[src/rtl/riscv_dmem_ctrl_if.sv]
// Load/store request/response channel and data-SRAM port of the RISC-V data-memory controller.
interface riscv_dmem_ctrl_if #(
  parameter int DMEM_ADDR_BIT = 10
);
  logic                     i_req_valid;
  logic                     o_req_ready;
  logic                     i_req_wr;
  logic [31:0]              i_req_addr;
  logic [3:0]               i_req_byte_sel;
  logic                     i_req_unsigned;
  logic [31:0]              i_req_wdata;
  logic                     o_rsp_valid;
  logic                     i_rsp_ready;
  logic [31:0]              o_rsp_rdata;
  logic                     o_rsp_err;
  logic                     o_mem_cs;
  logic                     o_mem_we;
  logic [DMEM_ADDR_BIT-1:0] o_mem_addr;
  logic [3:0]               o_mem_be;
  logic [31:0]              o_mem_wdata;
  logic [31:0]              i_mem_rdata;

  modport slave (
    input  i_req_valid, i_req_wr, i_req_addr, i_req_byte_sel, i_req_unsigned, i_req_wdata,
    input  i_rsp_ready, i_mem_rdata,
    output o_req_ready, o_rsp_valid, o_rsp_rdata, o_rsp_err,
    output o_mem_cs, o_mem_we, o_mem_addr, o_mem_be, o_mem_wdata
  );

  modport master (
    output i_req_valid, i_req_wr, i_req_addr, i_req_byte_sel, i_req_unsigned, i_req_wdata,
    output i_rsp_ready, i_mem_rdata,
    input  o_req_ready, o_rsp_valid, o_rsp_rdata, o_rsp_err,
    input  o_mem_cs, o_mem_we, o_mem_addr, o_mem_be, o_mem_wdata
  );
endinterface

[src/rtl/riscv_dmem_ctrl.sv]
// Single-outstanding RISC-V load/store unit: alignment check, lane steering to a
// 1-cycle-latency SRAM, and load extraction with sign/zero extension.
module riscv_dmem_ctrl #(
  parameter int DMEM_ADDR_BIT = 10
) (
  input logic               i_clk,
  input logic               i_rstn,
  riscv_dmem_ctrl_if.slave  bus
);
  typedef enum logic [1:0] {IDLE, ACCESS, CAPTURE, RESP} state_e;

  state_e                   state_q, state_d;
  logic [DMEM_ADDR_BIT-1:0] waddr_q, waddr_d;
  logic [1:0]               off_q, off_d;
  logic                     wr_q, wr_d;
  logic [3:0]               bsel_q, bsel_d;
  logic                     uns_q, uns_d;
  logic [31:0]              wdata_q, wdata_d;
  logic [31:0]              rdata_q, rdata_d;
  logic                     err_q, err_d;

  logic                     req_err;
  logic [31:0]              mem_sh;
  logic                     unused_addr;

  assign unused_addr = ^bus.i_req_addr[31:DMEM_ADDR_BIT+2];

  always_ff @(posedge i_clk or negedge i_rstn) begin
    if (!i_rstn) begin
      state_q <= IDLE;
      waddr_q <= '0;
      off_q   <= '0;
      wr_q    <= 1'b0;
      bsel_q  <= '0;
      uns_q   <= 1'b0;
      wdata_q <= '0;
      rdata_q <= '0;
      err_q   <= 1'b0;
    end else begin
      state_q <= state_d;
      waddr_q <= waddr_d;
      off_q   <= off_d;
      wr_q    <= wr_d;
      bsel_q  <= bsel_d;
      uns_q   <= uns_d;
      wdata_q <= wdata_d;
      rdata_q <= rdata_d;
      err_q   <= err_d;
    end
  end

  always_comb begin
    case (bus.i_req_byte_sel)
      4'b0001: req_err = 1'b0;
      4'b0011: req_err = bus.i_req_addr[0];
      4'b1111: req_err = |bus.i_req_addr[1:0];
      default: req_err = 1'b1;
    endcase
    mem_sh  = bus.i_mem_rdata >> {off_q, 3'b000};
    state_d = state_q;
    waddr_d = waddr_q;
    off_d   = off_q;
    wr_d    = wr_q;
    bsel_d  = bsel_q;
    uns_d   = uns_q;
    wdata_d = wdata_q;
    rdata_d = rdata_q;
    err_d   = err_q;
    case (state_q)
      IDLE: if (bus.i_req_valid) begin
        waddr_d = bus.i_req_addr[DMEM_ADDR_BIT+1:2];
        off_d   = bus.i_req_addr[1:0];
        wr_d    = bus.i_req_wr;
        bsel_d  = bus.i_req_byte_sel;
        uns_d   = bus.i_req_unsigned;
        wdata_d = bus.i_req_wdata;
        // Clearing here makes store and error responses carry zero data.
        rdata_d = '0;
        err_d   = req_err;
        state_d = req_err ? RESP : ACCESS;
      end
      ACCESS:  state_d = wr_q ? RESP : CAPTURE;
      CAPTURE: begin
        case (bsel_q)
          4'b0001: rdata_d = {{24{~uns_q & mem_sh[7]}}, mem_sh[7:0]};
          4'b0011: rdata_d = {{16{~uns_q & mem_sh[15]}}, mem_sh[15:0]};
          default: rdata_d = mem_sh;
        endcase
        state_d = RESP;
      end
      RESP:    if (bus.i_rsp_ready) state_d = IDLE;
      default: state_d = IDLE;
    endcase
  end

  assign bus.o_req_ready = (state_q == IDLE);
  assign bus.o_rsp_valid = (state_q == RESP);
  assign bus.o_rsp_rdata = rdata_q;
  assign bus.o_rsp_err   = err_q;
  assign bus.o_mem_cs    = (state_q == ACCESS);
  assign bus.o_mem_we    = (state_q == ACCESS) & wr_q;
  assign bus.o_mem_be    = (state_q == ACCESS) ? 4'(bsel_q << off_q) : 4'b0000;
  assign bus.o_mem_addr  = waddr_q;
  assign bus.o_mem_wdata = wdata_q << {off_q, 3'b000};
endmodule
[src/flat_wrapper.sv]
// flat-port wrapper written by rule: the top's interface ports become plain ports
module riscv_dmem_ctrl_flat 
#(
  parameter int DMEM_ADDR_BIT = 10
)
  (i_clk, i_rstn, bus_i_req_valid, bus_i_req_wr, bus_i_req_addr, bus_i_req_byte_sel, bus_i_req_unsigned, bus_i_req_wdata, bus_i_rsp_ready, bus_i_mem_rdata, bus_o_req_ready, bus_o_rsp_valid, bus_o_rsp_rdata, bus_o_rsp_err, bus_o_mem_cs, bus_o_mem_we, bus_o_mem_addr, bus_o_mem_be, bus_o_mem_wdata);
  riscv_dmem_ctrl_if #(.DMEM_ADDR_BIT(DMEM_ADDR_BIT)) bus_i ();
  input logic i_clk;
  input logic i_rstn;
  input wire logic [$bits(bus_i.i_req_valid)-1:0] bus_i_req_valid;
  input wire logic [$bits(bus_i.i_req_wr)-1:0] bus_i_req_wr;
  input wire logic [$bits(bus_i.i_req_addr)-1:0] bus_i_req_addr;
  input wire logic [$bits(bus_i.i_req_byte_sel)-1:0] bus_i_req_byte_sel;
  input wire logic [$bits(bus_i.i_req_unsigned)-1:0] bus_i_req_unsigned;
  input wire logic [$bits(bus_i.i_req_wdata)-1:0] bus_i_req_wdata;
  input wire logic [$bits(bus_i.i_rsp_ready)-1:0] bus_i_rsp_ready;
  input wire logic [$bits(bus_i.i_mem_rdata)-1:0] bus_i_mem_rdata;
  output wire logic [$bits(bus_i.o_req_ready)-1:0] bus_o_req_ready;
  output wire logic [$bits(bus_i.o_rsp_valid)-1:0] bus_o_rsp_valid;
  output wire logic [$bits(bus_i.o_rsp_rdata)-1:0] bus_o_rsp_rdata;
  output wire logic [$bits(bus_i.o_rsp_err)-1:0] bus_o_rsp_err;
  output wire logic [$bits(bus_i.o_mem_cs)-1:0] bus_o_mem_cs;
  output wire logic [$bits(bus_i.o_mem_we)-1:0] bus_o_mem_we;
  output wire logic [$bits(bus_i.o_mem_addr)-1:0] bus_o_mem_addr;
  output wire logic [$bits(bus_i.o_mem_be)-1:0] bus_o_mem_be;
  output wire logic [$bits(bus_i.o_mem_wdata)-1:0] bus_o_mem_wdata;
  assign bus_i.i_req_valid = bus_i_req_valid;
  assign bus_i.i_req_wr = bus_i_req_wr;
  assign bus_i.i_req_addr = bus_i_req_addr;
  assign bus_i.i_req_byte_sel = bus_i_req_byte_sel;
  assign bus_i.i_req_unsigned = bus_i_req_unsigned;
  assign bus_i.i_req_wdata = bus_i_req_wdata;
  assign bus_i.i_rsp_ready = bus_i_rsp_ready;
  assign bus_i.i_mem_rdata = bus_i_mem_rdata;
  assign bus_o_req_ready = bus_i.o_req_ready;
  assign bus_o_rsp_valid = bus_i.o_rsp_valid;
  assign bus_o_rsp_rdata = bus_i.o_rsp_rdata;
  assign bus_o_rsp_err = bus_i.o_rsp_err;
  assign bus_o_mem_cs = bus_i.o_mem_cs;
  assign bus_o_mem_we = bus_i.o_mem_we;
  assign bus_o_mem_addr = bus_i.o_mem_addr;
  assign bus_o_mem_be = bus_i.o_mem_be;
  assign bus_o_mem_wdata = bus_i.o_mem_wdata;
  riscv_dmem_ctrl #(.DMEM_ADDR_BIT(DMEM_ADDR_BIT)) u_core (.i_clk(i_clk), .i_rstn(i_rstn), .bus(bus_i));
endmodule
[config.mk]
export PLATFORM = sky130hd
export DESIGN_NAME = riscv_dmem_ctrl_flat
export DESIGN_NICKNAME = d
export VERILOG_FILES = /design/src/rtl/riscv_dmem_ctrl_if.sv /design/src/rtl/riscv_dmem_ctrl.sv /design/src/flat_wrapper.sv
export SDC_FILE = /design/constraint.sdc
export NUM_CORES = 1
export LEC_CHECK = 0
export CAP_MARGIN = 20
export CORE_UTILIZATION = 44
export CTS_BUF_LIST = sky130_fd_sc_hd__clkbuf_4
export DETAILED_ROUTE_END_ITERATION = 12
export PLACE_DENSITY_LB_ADDON = 0.05
export SYNTH_ARGS = -nofsm -noshare
export SYNTH_HDL_FRONTEND = slang
export SYNTH_SLANG_ARGS = --single-unit
[constraint.sdc]
create_clock -name i_clk -period 2.5 [get_ports i_clk]
set_clock_uncertainty 0.05 [all_clocks]
set_input_delay 0.5 -clock i_clk [delete_from_list [all_inputs] [get_ports i_clk]]
set_output_delay 0.5 -clock i_clk [all_outputs]
set_load 0.05 [all_outputs]
==> impl_metrics.csv <==
group,metric,value,unit
timing,max_slew.worst_pin.slew,766.0,ps
global_routing,grt.total_usage,23.77,%
clocking,cts_tree,"yes",
final_layout,stdcell_count,696,
global_routing,grt_pass1_vias,3740,
pwr,switchingPower,0.005542,W
route,drt_iter0_drc,123,
pwr,power.leakage,2.943,nW
route,drc_errors,0,
synth,synth.area.top_cells,"dfrtp_1 (48%), mux2_2 (16%), mux2i_1 (7.7%)",
worst_setup_path,crit_path_start_kind,"flop",
flow_run,maxCapViolations,0,
synth,synth-seq-cells,85,
synth,yosysMostFrequentCell,"dfrtp_1",
timing,fin_ws,99.94,ps
die,dieHeight,102.1,um
clocking,clk_pin_slew,130,ps
global_routing,grt_max_degree,49,
global_routing,antenna_found_initial,0,
timing,drv_slew,0,
run_status,status,"completed",
synth,syn_avg_cell_area,11.43,sq um
synth,synth_top_cell_area_share,48.23,%
global_routing,grt_pass1_wl,18710,um
timing,setup_viol,0,
worst_setup_path,cp_data_required_time,1950,ps
clocking,clk_latency,430,ps
clocking,numClockSinks,85,
synth,yosysWarnings,0,
die,core_area,9729,sq um
route,vias,3690,
final_layout,drive_above_1_share,27.89,%
timing,hold_viol_final,0,
hold_path,min_path_type,"input port to asynchronous set/reset pin",
timing,finalCriticalPeriod,2400,ps
die,die_w,102.1,um
synth,ys_seq_area_share,48.23,%
route,first_pass_iters,4,
placement,preCtsSetupSlack,-9.406,ps
worst_setup_path,end_kind,"output pin",
final_layout,area_growth,53.05,%
timing,relSlewSlack,48.51,%
worst_setup_path,max_stage_delay,550,ps
synth,syn_area,4410,sq um
final_layout,fin_nets,670,
placement,dp.cells,677,
worst_setup_path,crit_path_frequent_cell,"buf_4",
timing,post-route-period-util,96.00,%
pwr,swShare,49.13,%
die,ios,189,
die,start_util,45.33,%
pwr,p_total,0.01128,W
pwr,ir_drop,0.001304,V
synth,synth-main-ff-cell,"dfrtp_1",
worst_setup_path,cp_top_family,"flip-flops",
worst_setup_path,cp_slowest_cell,"dfrtp_4",
final_layout,antenna_cells,0,
synth,synth_commonest_cells,"dfrtp_1 (85), mux2_2 (62), mux2i_1 (34)",
die,rows,36,
route,wl_per_cell,17.08,um
placement,io_buffers,168,
worst_setup_path,worst-path-buf-inv,2,
worst_setup_path,crit_path_max_fanout,11,
route,routed_wl,11890,um
clocking,clockRootBuffer,"clkbuf_4",
synth,syn_nets,497,
pwr,power_density,1671,nW/um^2
timing,max_freq,416.7,MHz
global_routing,overflow,0,
pwr,combPwrFrac,70.5,%
synth,synth_cell_types,38,
worst_setup_path,crit_chain,"buf_4, mux2_2, o211a_1, buf_4",
clocking,cts.path.max_buffers,2,
clocking,htreeDepth,3,
clocking,numCtsBuffers,9,
pwr,power.internal,0.005739,W
synth,synth_edf_count,0,
pwr,seqPwrFrac,22.6,%
placement,dp_hpwl,8853,um
synth,synth_top_area_cell,"dfrtp_1",
route,viasPerCell,5.302,
route,ant_nets,0,
worst_setup_path,cp.arrival,1850,ps
placement,gp_congestion,0.8208,
pwr,clkPwrFrac,6.9,%
worst_setup_path,critPathKind,"flop to output pin",
synth,syn_inst,386,
synth,async_flop_share,100.0,%
die,fp.dieArea,10430,sq um
-- per-layer routing --
metal / wire (um) / GRT usage [%]
met5: 0 / 0
met4: 175 / 9.231
met3: 819 / 5.472
met2: 5873 / 39.70
met1: 5017 / 29.97
-- stage by stage --
step                      hold slack, ps  area, sq um  util (%)  setup TNS, ps
after detailed placement           418.2         6553     67.35         -12.41
after floorplan                    154.4         4433         -         -40.78
after CTS                          13.93         6704     68.90              0
after global routing               42.10         6750     69.38         -3.002
final                              28.70         6750     69.38              0
after global placement             413.4         6553     67.35         -3.073
-- power groups by stage --
stage          Sequential (W)  Clock, W  Combinational (W)
2_1_floorplan         0.00344         0            0.00402
3_3_place_gp          0.00255         0            0.00779
3_5_place_dp          0.00259         0            0.00789
4_1_cts               0.00254  0.000811            0.00796
5_1_grt               0.00264  0.000868            0.00835
6_report              0.00255  0.000782            0.00795
-- cell type report --
| type | count | area (sq um) |
|---|---|---|
| fillers | 782 | 2979 |
| clock buffers | 12 | 90.09 |
| clock inverters | 3 | 38.79 |
| flip-flops and latches | 85 | 2132 |
| well taps | 133 | 166.4 |
| multi-input cells | 270 | 2183 |
| inverters | 3 | 11.26 |
| repair buffers | 190 | 2128 |
-- cells by family after synthesis --
group / count (synthesis) / share of synthesized area (%)
fa+ha+maj: 5 / 1.418
buf+inv: 31 / 3.319
mux: 96 / 23.55
flops: 85 / 48.23
compound gates: 82 / 13.59
simple gates: 87 / 9.901
-- worst reg2reg max path, cell delays in order (launching register included) --
cell and delay [ps]:
dfrtp_1 440, inv_1 100, ha_1 260, nand2b_1 150, nand2_1 140, nor4_2 670
a221o_1 260
-- flip-flops by register name (all words and copies together) (netlist names), 2 cells and up --
signal / count
u_core.bsel_q: 4
u_core.bus.o_mem_addr: 10
u_core.bus.o_rsp_rdata: 32
u_core.off_q: 2
u_core.state_q: 2
u_core.wdata_q: 32
-- worst paths after layout --
| kind | slack (ps) | cells after the start | endpoint | start |
|---|---|---|---|---|
| hold / removal | 30 | 1 | u_core.bus.o_rsp_rdata[1]$_DFFE_PN0P_ | i_rstn |
| min in group i_clk | 450 | 2 | u_core.bus.o_rsp_rdata[5]$_DFFE_PN0P_ | u_core.bus.o_rsp_rdata[5]$_DFFE_PN0P_ |
| hold reg to reg | 450 | 2 | u_core.bus.o_rsp_rdata[5]$_DFFE_PN0P_ | u_core.bus.o_rsp_rdata[5]$_DFFE_PN0P_ |
| setup / recovery | 100 | 4 | bus_o_mem_be[2] | u_core.off_q[0]$_DFFE_PN0P_ |
| setup reg to reg | 360 | 6 | u_core.bus.o_rsp_rdata[28]$_DFFE_PN0P_ | u_core.state_q[1]$_DFFE_PN0P_ |
| max in group asynchronous | 1700 | 2 | u_core.wdata_q[31]$_DFFE_PN0P_ | i_rstn |
-- cell usage in the layout (no fill, tap or decap), types with 9 or more instances in the layout --
master and count:
clkdlybuf4s50_1 127, dfrtp_1 83, mux2_2 62, mux2i_1 31
buf_4 31, buf_12 30, nand2_1 28, nor2_1 26
a21oi_1 17, a221o_1 16, o21ai_1 15, clkbuf_4 12
and2_1 9
-- timing repair --
action / CTS / global route
endpoints found under the setup margin: 27 / 16
buffers inserted: 2 / 2
gates resized for setup: 3 / 5
hold buffers: 0 / 0
Note: power is estimated with default switching activity, not from simulation.
